==> src/rtl/if_fetch_stage.sv <==
// Instruction-fetch stage: owns the PC, issues one-at-a-time word fetches,
// buffers one returned word and drives the registered fetch/decode boundary.
module if_fetch_stage (
  input  logic        clk,
  input  logic        rst,
  input  logic        stall,
  input  logic        memory_stall,
  input  logic        branch_taken,
  input  logic [5:0]  branch_offset_imm,
  output logic        imem_req,
  output logic [15:0] imem_addr,
  input  logic        imem_ack,
  input  logic [15:0] imem_rdata,
  output logic [15:0] instruction,
  output logic        instruction_decode_en,
  output logic [15:0] pc_out,
  output logic [1:0]  fsm_state
);

  // Fetch handshake: imem_req holds high with imem_addr stable until the
  // single-cycle imem_ack pulse; the word in imem_rdata is taken on that edge.
  typedef enum logic [1:0] {
    S_RESET   = 2'd0,
    S_FETCH   = 2'd1,
    S_FULL    = 2'd2,
    S_DISCARD = 2'd3
  } state_t;

  state_t      state, state_nxt;
  logic [15:0] fetch_pc;
  logic [15:0] hold_addr;
  logic [15:0] buf_instr;
  logic [15:0] buf_pc;
  logic        buf_valid;
  logic        buf_valid_nxt;
  logic        adv;
  logic        redirect;
  logic        ack_ok;
  logic        bypass;
  logic [15:0] target;

  assign adv      = ~stall & ~memory_stall;
  assign redirect = branch_taken & adv;
  assign target   = pc_out + 16'd1 + {{10{branch_offset_imm[5]}}, branch_offset_imm};
  // Acks seen in DISCARD, or colliding with a redirect, are dropped.
  assign ack_ok   = imem_ack & (state == S_FETCH) & ~redirect;
  assign bypass   = ack_ok & adv & ~buf_valid;

  always_comb begin
    buf_valid_nxt = buf_valid;
    if (redirect) begin
      buf_valid_nxt = 1'b0;
    end else begin
      if (adv && buf_valid) buf_valid_nxt = 1'b0;
      if (ack_ok && !bypass) buf_valid_nxt = 1'b1;
    end
  end

  // State register
  always_ff @(posedge clk or negedge rst) begin
    if (!rst) state <= S_RESET;
    else      state <= state_nxt;
  end

  // Next-state logic
  always_comb begin
    state_nxt = state;
    unique case (state)
      S_RESET:   state_nxt = S_FETCH;
      S_FETCH: begin
        if (redirect)    state_nxt = imem_ack ? S_FETCH : S_DISCARD;
        else if (ack_ok) state_nxt = buf_valid_nxt ? S_FULL : S_FETCH;
      end
      S_FULL:    if (!buf_valid_nxt) state_nxt = S_FETCH;
      S_DISCARD: if (imem_ack) state_nxt = S_FETCH;
      default:   state_nxt = S_RESET;
    endcase
  end

  // Output decode of the state register
  always_comb begin
    imem_req  = (state == S_FETCH) || (state == S_DISCARD);
    imem_addr = (state == S_DISCARD) ? hold_addr : fetch_pc;
    fsm_state = state;
  end

  always_ff @(posedge clk or negedge rst) begin
    if (!rst) begin
      fetch_pc              <= 16'h0000;
      hold_addr             <= 16'h0000;
      buf_valid             <= 1'b0;
      buf_instr             <= 16'h0000;
      buf_pc                <= 16'h0000;
      instruction           <= 16'h0000;
      instruction_decode_en <= 1'b0;
      pc_out                <= 16'h0000;
    end else begin
      buf_valid <= buf_valid_nxt;
      if (ack_ok && !bypass) begin
        buf_instr <= imem_rdata;
        buf_pc    <= fetch_pc;
      end
      if (redirect)    fetch_pc <= target;
      else if (ack_ok) fetch_pc <= fetch_pc + 16'd1;
      // Keep the in-flight address on the bus while its stale reply drains.
      if ((state == S_FETCH) && redirect && !imem_ack) hold_addr <= fetch_pc;
      if (adv) begin
        if (redirect) begin
          instruction           <= 16'h0000;
          instruction_decode_en <= 1'b0;
        end else if (buf_valid) begin
          instruction           <= buf_instr;
          instruction_decode_en <= 1'b1;
          pc_out                <= buf_pc;
        end else if (ack_ok) begin
          instruction           <= imem_rdata;
          instruction_decode_en <= 1'b1;
          pc_out                <= fetch_pc;
        end else begin
          instruction           <= 16'h0000;
          instruction_decode_en <= 1'b0;
        end
      end
    end
  end

endmodule
==> config.mk <==
export PLATFORM = sky130hd
export DESIGN_NAME = if_fetch_stage
export DESIGN_NICKNAME = d
export VERILOG_FILES = /design/src/rtl/if_fetch_stage.sv
export SDC_FILE = /design/constraint.sdc
export NUM_CORES = 1
export LEC_CHECK = 0
export CORE_MARGIN = 2
export CORE_UTILIZATION = 54
export CTS_CLUSTER_DIAMETER = 30
export CTS_CLUSTER_SIZE = 12
export DETAILED_ROUTE_END_ITERATION = 8
export PLACE_DENSITY = 0.88
export SLEW_MARGIN = 5
export SYNTH_ARGS = -nofsm -noshare
export SYNTH_HDL_FRONTEND = slang
export SYNTH_SLANG_ARGS = --single-unit
==> constraint.sdc <==
create_clock -name clk -period 3.38 [get_ports clk]
set_clock_uncertainty 0.05 [all_clocks]
set_input_delay 0.676 -clock clk [delete_from_list [all_inputs] [get_ports clk]]
set_output_delay 0.676 -clock clk [all_outputs]
set_load 0.05 [all_outputs]
==> Word-level counts from Yosys, hierarchy flattened <==
Cells that the tools add are included.
{ "classes": {"add_sub_neg": 3, "eq_ne": 6, "n_mux": 21, "bitwise": 10, "reduce_logical": 12} }
{ "op_table": {"columns": ["op", "count"], "rows": [
  ["$mux 16", 8],
  ["$add 16x1->16 const B", 2],
  ["$add 16x16->16", 1],
  ["$mux 2", 6],
  ["$pmux 2 s4", 1],
  ["$and 1x1->1", 6],
  ["$mux 1", 6],
  ["$reduce_and 3->1", 2],
  ["$eq 2x2->1 const B", 2],
  ["$logic_and 1x1->1", 4],
  ["$ne 2x2->1 const B", 2],
  ["$not 1->1", 4],
  ["$reduce_bool 2->1", 2],
  ["$ne 3x3->1 const B", 1],
  ["$eq 2x1->1 const B", 1],
  ["$logic_not 1->1", 2],
  ["$logic_not 2->1", 1],
  ["$logic_or 1x1->1", 1]
]} }
{ "word_totals": {"ff_bits": 100, "inputBits": 28, "out_inout_bits": 52, "word_cells": 61} }

==> Depth between registers and ports, before layout <==
{ "depth": {"ltp_word": 15, "mapped_depth": 10, "mapped_depth_nobuf": 10} }

==> Worst setup path before layout <==
No wires, ideal clock.
{ "synth_timing": {"path_kind": "input-to-reg", "from": "input branch_offset_imm[0]", "to": "register fetch_pc[12]", "setup_ns": 0.120, "arrival_ns": 2.611, "required_time_ns": 3.210, "path_slack_ns": 0.598, "path_stages": 10, "path_buffers": 0, "path_cell_list": "inv_1 > ha_1 > inv_1 > fa_1 > a211oi_2 > o211ai_1 > a22oi_1 > a21boi_0 > or3_1 > a31o_2"} }
{ "synth_via": {"elab_chain_len": 2} }
{ "synth_lines": {"columns": ["item", "line", "source"], "rows": [
  ["start: declaration", "9", "input logic [5:0] branch_offset_imm,"],
  ["$add 16x16->16", "44", "assign target = pc_out + 16'd1 + {{10{branch_offset_imm[5]}}, branch_offset_imm};"],
  ["$mux 16", "103", "if (redirect) fetch_pc <= target;"],
  ["end signal: assignment", "103", null],
  ["end signal: assignment", "104", "else if (ack_ok) fetch_pc <= fetch_pc + 16'd1;"],
  ["end: declaration", "30", "logic [15:0] fetch_pc;"]
]} }
No other way between the ends.
A chain may end at the register's enable or synchronous reset.

==> Final worst setup path <==
Same ends and word-level chain as after synthesis.

==> impl_metrics.json <==
{
  "status": "finished, final reports clean",
  "maximum_number_of_pins_on_one_net_before_global_route_repair": 55,
  "crit_chain": "clkdlybuf4s50_1 > inv_1 > ha_1 > inv_1 > fa_1 > a211oi_2 > o211ai_1 > a22oi_1 > a21boi_0 > or3_1 > a31o_2",
  "synth_edf_count": 0,
  "mappedNetlistArea_sq_mm": 0.00523,
  "cts_max_path_buffers": 2,
  "vias": 4052,
  "drv_cap": 0,
  "dp.final_hpwl_microns": 8600,
  "clock_tree_from_tritoncts": "built",
  "most_frequent_standard_cell_in_the_layout_excluding_fill_and_tap_cells": "sky130_fd_sc_hd__dfrtp_1",
  "cts_max_level": 3,
  "globalplace.congestion": 0.915,
  "clk_pin_slew_worst_setup_hold_paths_ns": 0.09,
  "placement.io_buffers": 79,
  "path_max_fanout": 3,
  "groute.usage.overall_pct": 24.5,
  "area_delta_synth_final_pct": 21.4,
  "leakage_nw": 2.73,
  "crit_top_cell": "sky130_fd_sc_hd__inv_1",
  "worst_slack_ns": 0.298,
  "synthArstFlopShare_pct": 100,
  "top_achievable_clock_speed_mhz": 324,
  "filler_cell_count": 692,
  "setup_total_negative_slack_ns": 0,
  "swShare_pct": 46.6,
  "numClockSinks": 100,
  "hold_viol": 0,
  "final_antenna_net_count": 0,
  "unrepaired_setup_endpoints_after_global_routing": "false",
  "slew_headroom_pct": 17.0,
  "drive_gt1_share_pct": 17.8,
  "vias_in_the_first_global_route": 4053,
  "initial_utilization_pct": 56.1,
  "final_min_period_over_clock_period_pct": 91.2,
  "synth.avg_cell_area_sq_um": 10.7,
  "power.ir.vdd_worst_uv": 878,
  "grt_first_pass_wirelength_microns": 20000,
  "critical_path_required_ns": 3.58,
  "layout_min_cycle_time_ns": 3.08,
  "mappedNetlistNets": 535,
  "io_pins": 80,
  "avgViaCountPerCell": 5.81,
  "power.share.sequential_pct": 32.4,
  "predominant_post_synthesis_flop_cell": "sky130_fd_sc_hd__dfrtp_1",
  "routed_wl_microns": 12300,
  "finalMaxSlewViolations": 0,
  "internal_pwr_total_w": 0.00368,
  "cts-root-buf": "sky130_fd_sc_hd__clkbuf_8",
  "power_frac_clock_pct": 11.0,
  "arrival_time_reported_for_the_critical_path_endpoint_ns": 3.28,
  "clk_lat_worst_skew_ns": 0.36,
  "power_spent_charging_and_discharging_nets_w": 0.00321,
  "placedCellCount": 682,
  "synth_seq_cells": 100,
  "setup.worst_path.end_class": "flop",
  "pre_cts_slack_ns": 0.00158,
  "overall_die_height_microns": 102,
  "drt_pre_antenna_iters": 6,
  "diodes": 0,
  "fp.dieW_microns": 102,
  "power.density_mw_per_mm2": 1090,
  "netlist-cell-type-count": 51,
  "setup_viol": 0,
  "path_class": "input pin to flop",
  "floorplan.core_area_sq_mm": 0.00933,
  "postLayoutCoreUtil_pct": 68.1,
  "drt_iter0_markers": 207,
  "number_of_clock_buffers_inserted_by_tritoncts": 9,
  "grt_antenna_before_repair": 0,
  "placement_rows": 35,
  "crit_path_start_kind": "input pin",
  "proportion_of_synthesized_chip_area_in_sequential_cells_pct": 47.8,
  "drcViolationCount": 0,
  "post_cts_hold_buffer_count": 0,
  "ys.warnings.count": 0,
  "delay_of_the_slowest_cell_on_the_worst_path_ns": 0.45,
  "grt_remaining_overflow": 0,
  "cts_resized": 0,
  "crit_slowest_cell": "sky130_fd_sc_hd__fa_1",
  "drt-wirelength-per-cell_microns": 17.6,
  "hold_path.class": "input pin to asynchronous set/reset pin",
  "mostFrequentLayoutCells": "sky130_fd_sc_hd__dfrtp_1 (100), sky130_fd_sc_hd__clkdlybuf4s50_1 (78), sky130_fd_sc_hd__mux2_2 (63)",
  "slew_of_the_pin_with_the_lowest_slew_margin_ns": 1.24,
  "die_area_sq_mm": 0.0105,
  "share_comb_of_total_power_pct": 56.7,
  "fin_nets": 609,
  "cts_setup_buffers": 0,
  "synthesis.instances": 490,
  "instances_no_fill": 698
}
-- area by class of cell --
cell class	instances	area [sq um]	area share (%)
Timing Repair Buffer	91	878	13.8
Sequential cell	100	2500	39.4
Inverter	9	33.8	0.532
Tap cell	129	161	2.54
Clock inverter	6	62.6	0.985
Multi-Input combinational cell	353	2580	40.7
Clock buffer	10	128	2.01
-- registers in the layout (all words and copies together), names as in the netlist --
signal / count
buf_instr: 16
buf_pc: 16
fsm_state: 2
hold_addr: 16
fetch_pc: 16
instruction: 16
instruction_decode_en: 1
pc_out: 16
buf_valid: 1
-- worst max-delay path: cells and delay by family --
family          cells  cell delay (ns)
fa+ha+maj           2             0.60
simple gates        1             0.31
buf+inv             3             0.51
compound gates      5             1.18
-- logic make-up after synthesis --
logic type	Yosys count	share of synthesized area, %
mux	81	17.0
compound gates	117	13.3
xor+xnor	24	4.02
fa+ha+maj	17	4.21
buf+inv	37	2.94
flops	100	47.8
simple gates	114	10.6
-- power by group through the flow --
stage | Combinational (W) | Sequential [W] | Clock [W]
2_1_floorplan | 0.00233 | 0.00261 | 0
3_3_place_gp | 0.00378 | 0.00220 | 0
3_5_place_dp | 0.00388 | 0.00225 | 0
4_1_cts | 0.00391 | 0.00223 | 0.000767
5_1_grt | 0.00416 | 0.00231 | 0.000818
6_report | 0.00391 | 0.00223 | 0.000755
-- path summary, 6_finish.rpt --
check | startpoint | to | slack [ns] | depth (start not counted)
min reg2reg | instruction[7]$_DFFE_PN0P_ | instruction[7]$_DFFE_PN0P_ | 0.45 | 2
min | rst | pc_out[9]$_DFFE_PN0P_ | 0.31 | 1
max reg2reg | pc_out[0]$_DFFE_PN0P_ | fetch_pc[12]$_DFFE_PN0P_ | 0.59 | 10
min in group clk | instruction[7]$_DFFE_PN0P_ | instruction[7]$_DFFE_PN0P_ | 0.45 | 2
max | branch_offset_imm[0] | fetch_pc[12]$_DFFE_PN0P_ | 0.30 | 11
max in group asynchronous | rst | pc_out[15]$_DFFE_PN0P_ | 2.17 | 2
-- layer usage --
layer	up-vias	wire [microns]	global-route usage (%)
met5	-	0	0
met4	0	277	8.21
met3	24	505	4.86
met2	131	6330	41.2
met1	1999	5160	31.7
li1	1898	-	-
-- Yosys cell counts, types with 2 or more instances --
| master | number | area, sq um |
|---|---|---|
| sky130_fd_sc_hd__a211oi_1 | 3 | 22.5 |
| sky130_fd_sc_hd__a21boi_0 | 2 | 15.0 |
| sky130_fd_sc_hd__a21o_1 | 2 | 15.0 |
| sky130_fd_sc_hd__a21oi_1 | 18 | 90.1 |
| sky130_fd_sc_hd__a22oi_1 | 17 | 128 |
| sky130_fd_sc_hd__a31oi_1 | 4 | 25.0 |
| sky130_fd_sc_hd__buf_2 | 5 | 25.0 |
| sky130_fd_sc_hd__clkbuf_1 | 21 | 78.8 |
| sky130_fd_sc_hd__dfrtp_1 | 100 | 2500 |
| sky130_fd_sc_hd__ha_1 | 16 | 200 |
| sky130_fd_sc_hd__inv_1 | 9 | 33.8 |
| sky130_fd_sc_hd__mux2_2 | 63 | 709 |
| sky130_fd_sc_hd__mux2i_1 | 18 | 180 |
| sky130_fd_sc_hd__nand2_1 | 59 | 221 |
| sky130_fd_sc_hd__nand2b_1 | 6 | 37.5 |
| sky130_fd_sc_hd__nand3_1 | 6 | 30.0 |
| sky130_fd_sc_hd__nand4_1 | 4 | 25.0 |
| sky130_fd_sc_hd__nor2_1 | 16 | 60.1 |
| sky130_fd_sc_hd__nor3_1 | 3 | 15.0 |
| sky130_fd_sc_hd__o211ai_1 | 5 | 37.5 |
| sky130_fd_sc_hd__o21ai_0 | 54 | 270 |
| sky130_fd_sc_hd__o21bai_1 | 2 | 15.0 |
| sky130_fd_sc_hd__o22ai_1 | 4 | 25.0 |
| sky130_fd_sc_hd__or3_1 | 4 | 25.0 |
| sky130_fd_sc_hd__xnor2_1 | 16 | 140 |
| sky130_fd_sc_hd__xor2_1 | 8 | 70.1 |
-- through the flow --
stage / hold WS [ns] / area [sq um] / total power [W]
2_1_floorplan: 0.330 / 5230 / 0.00494
5_1_grt: 0.354 / 6350 / 0.00729
3_5_place_dp: 0.430 / 6160 / 0.00613
3_3_place_gp: 0.407 / 6160 / 0.00598
6_report: 0.311 / 6350 / 0.00689
4_1_cts: 0.325 / 6350 / 0.00690
Note: power is estimated with default switching activity, not from simulation.
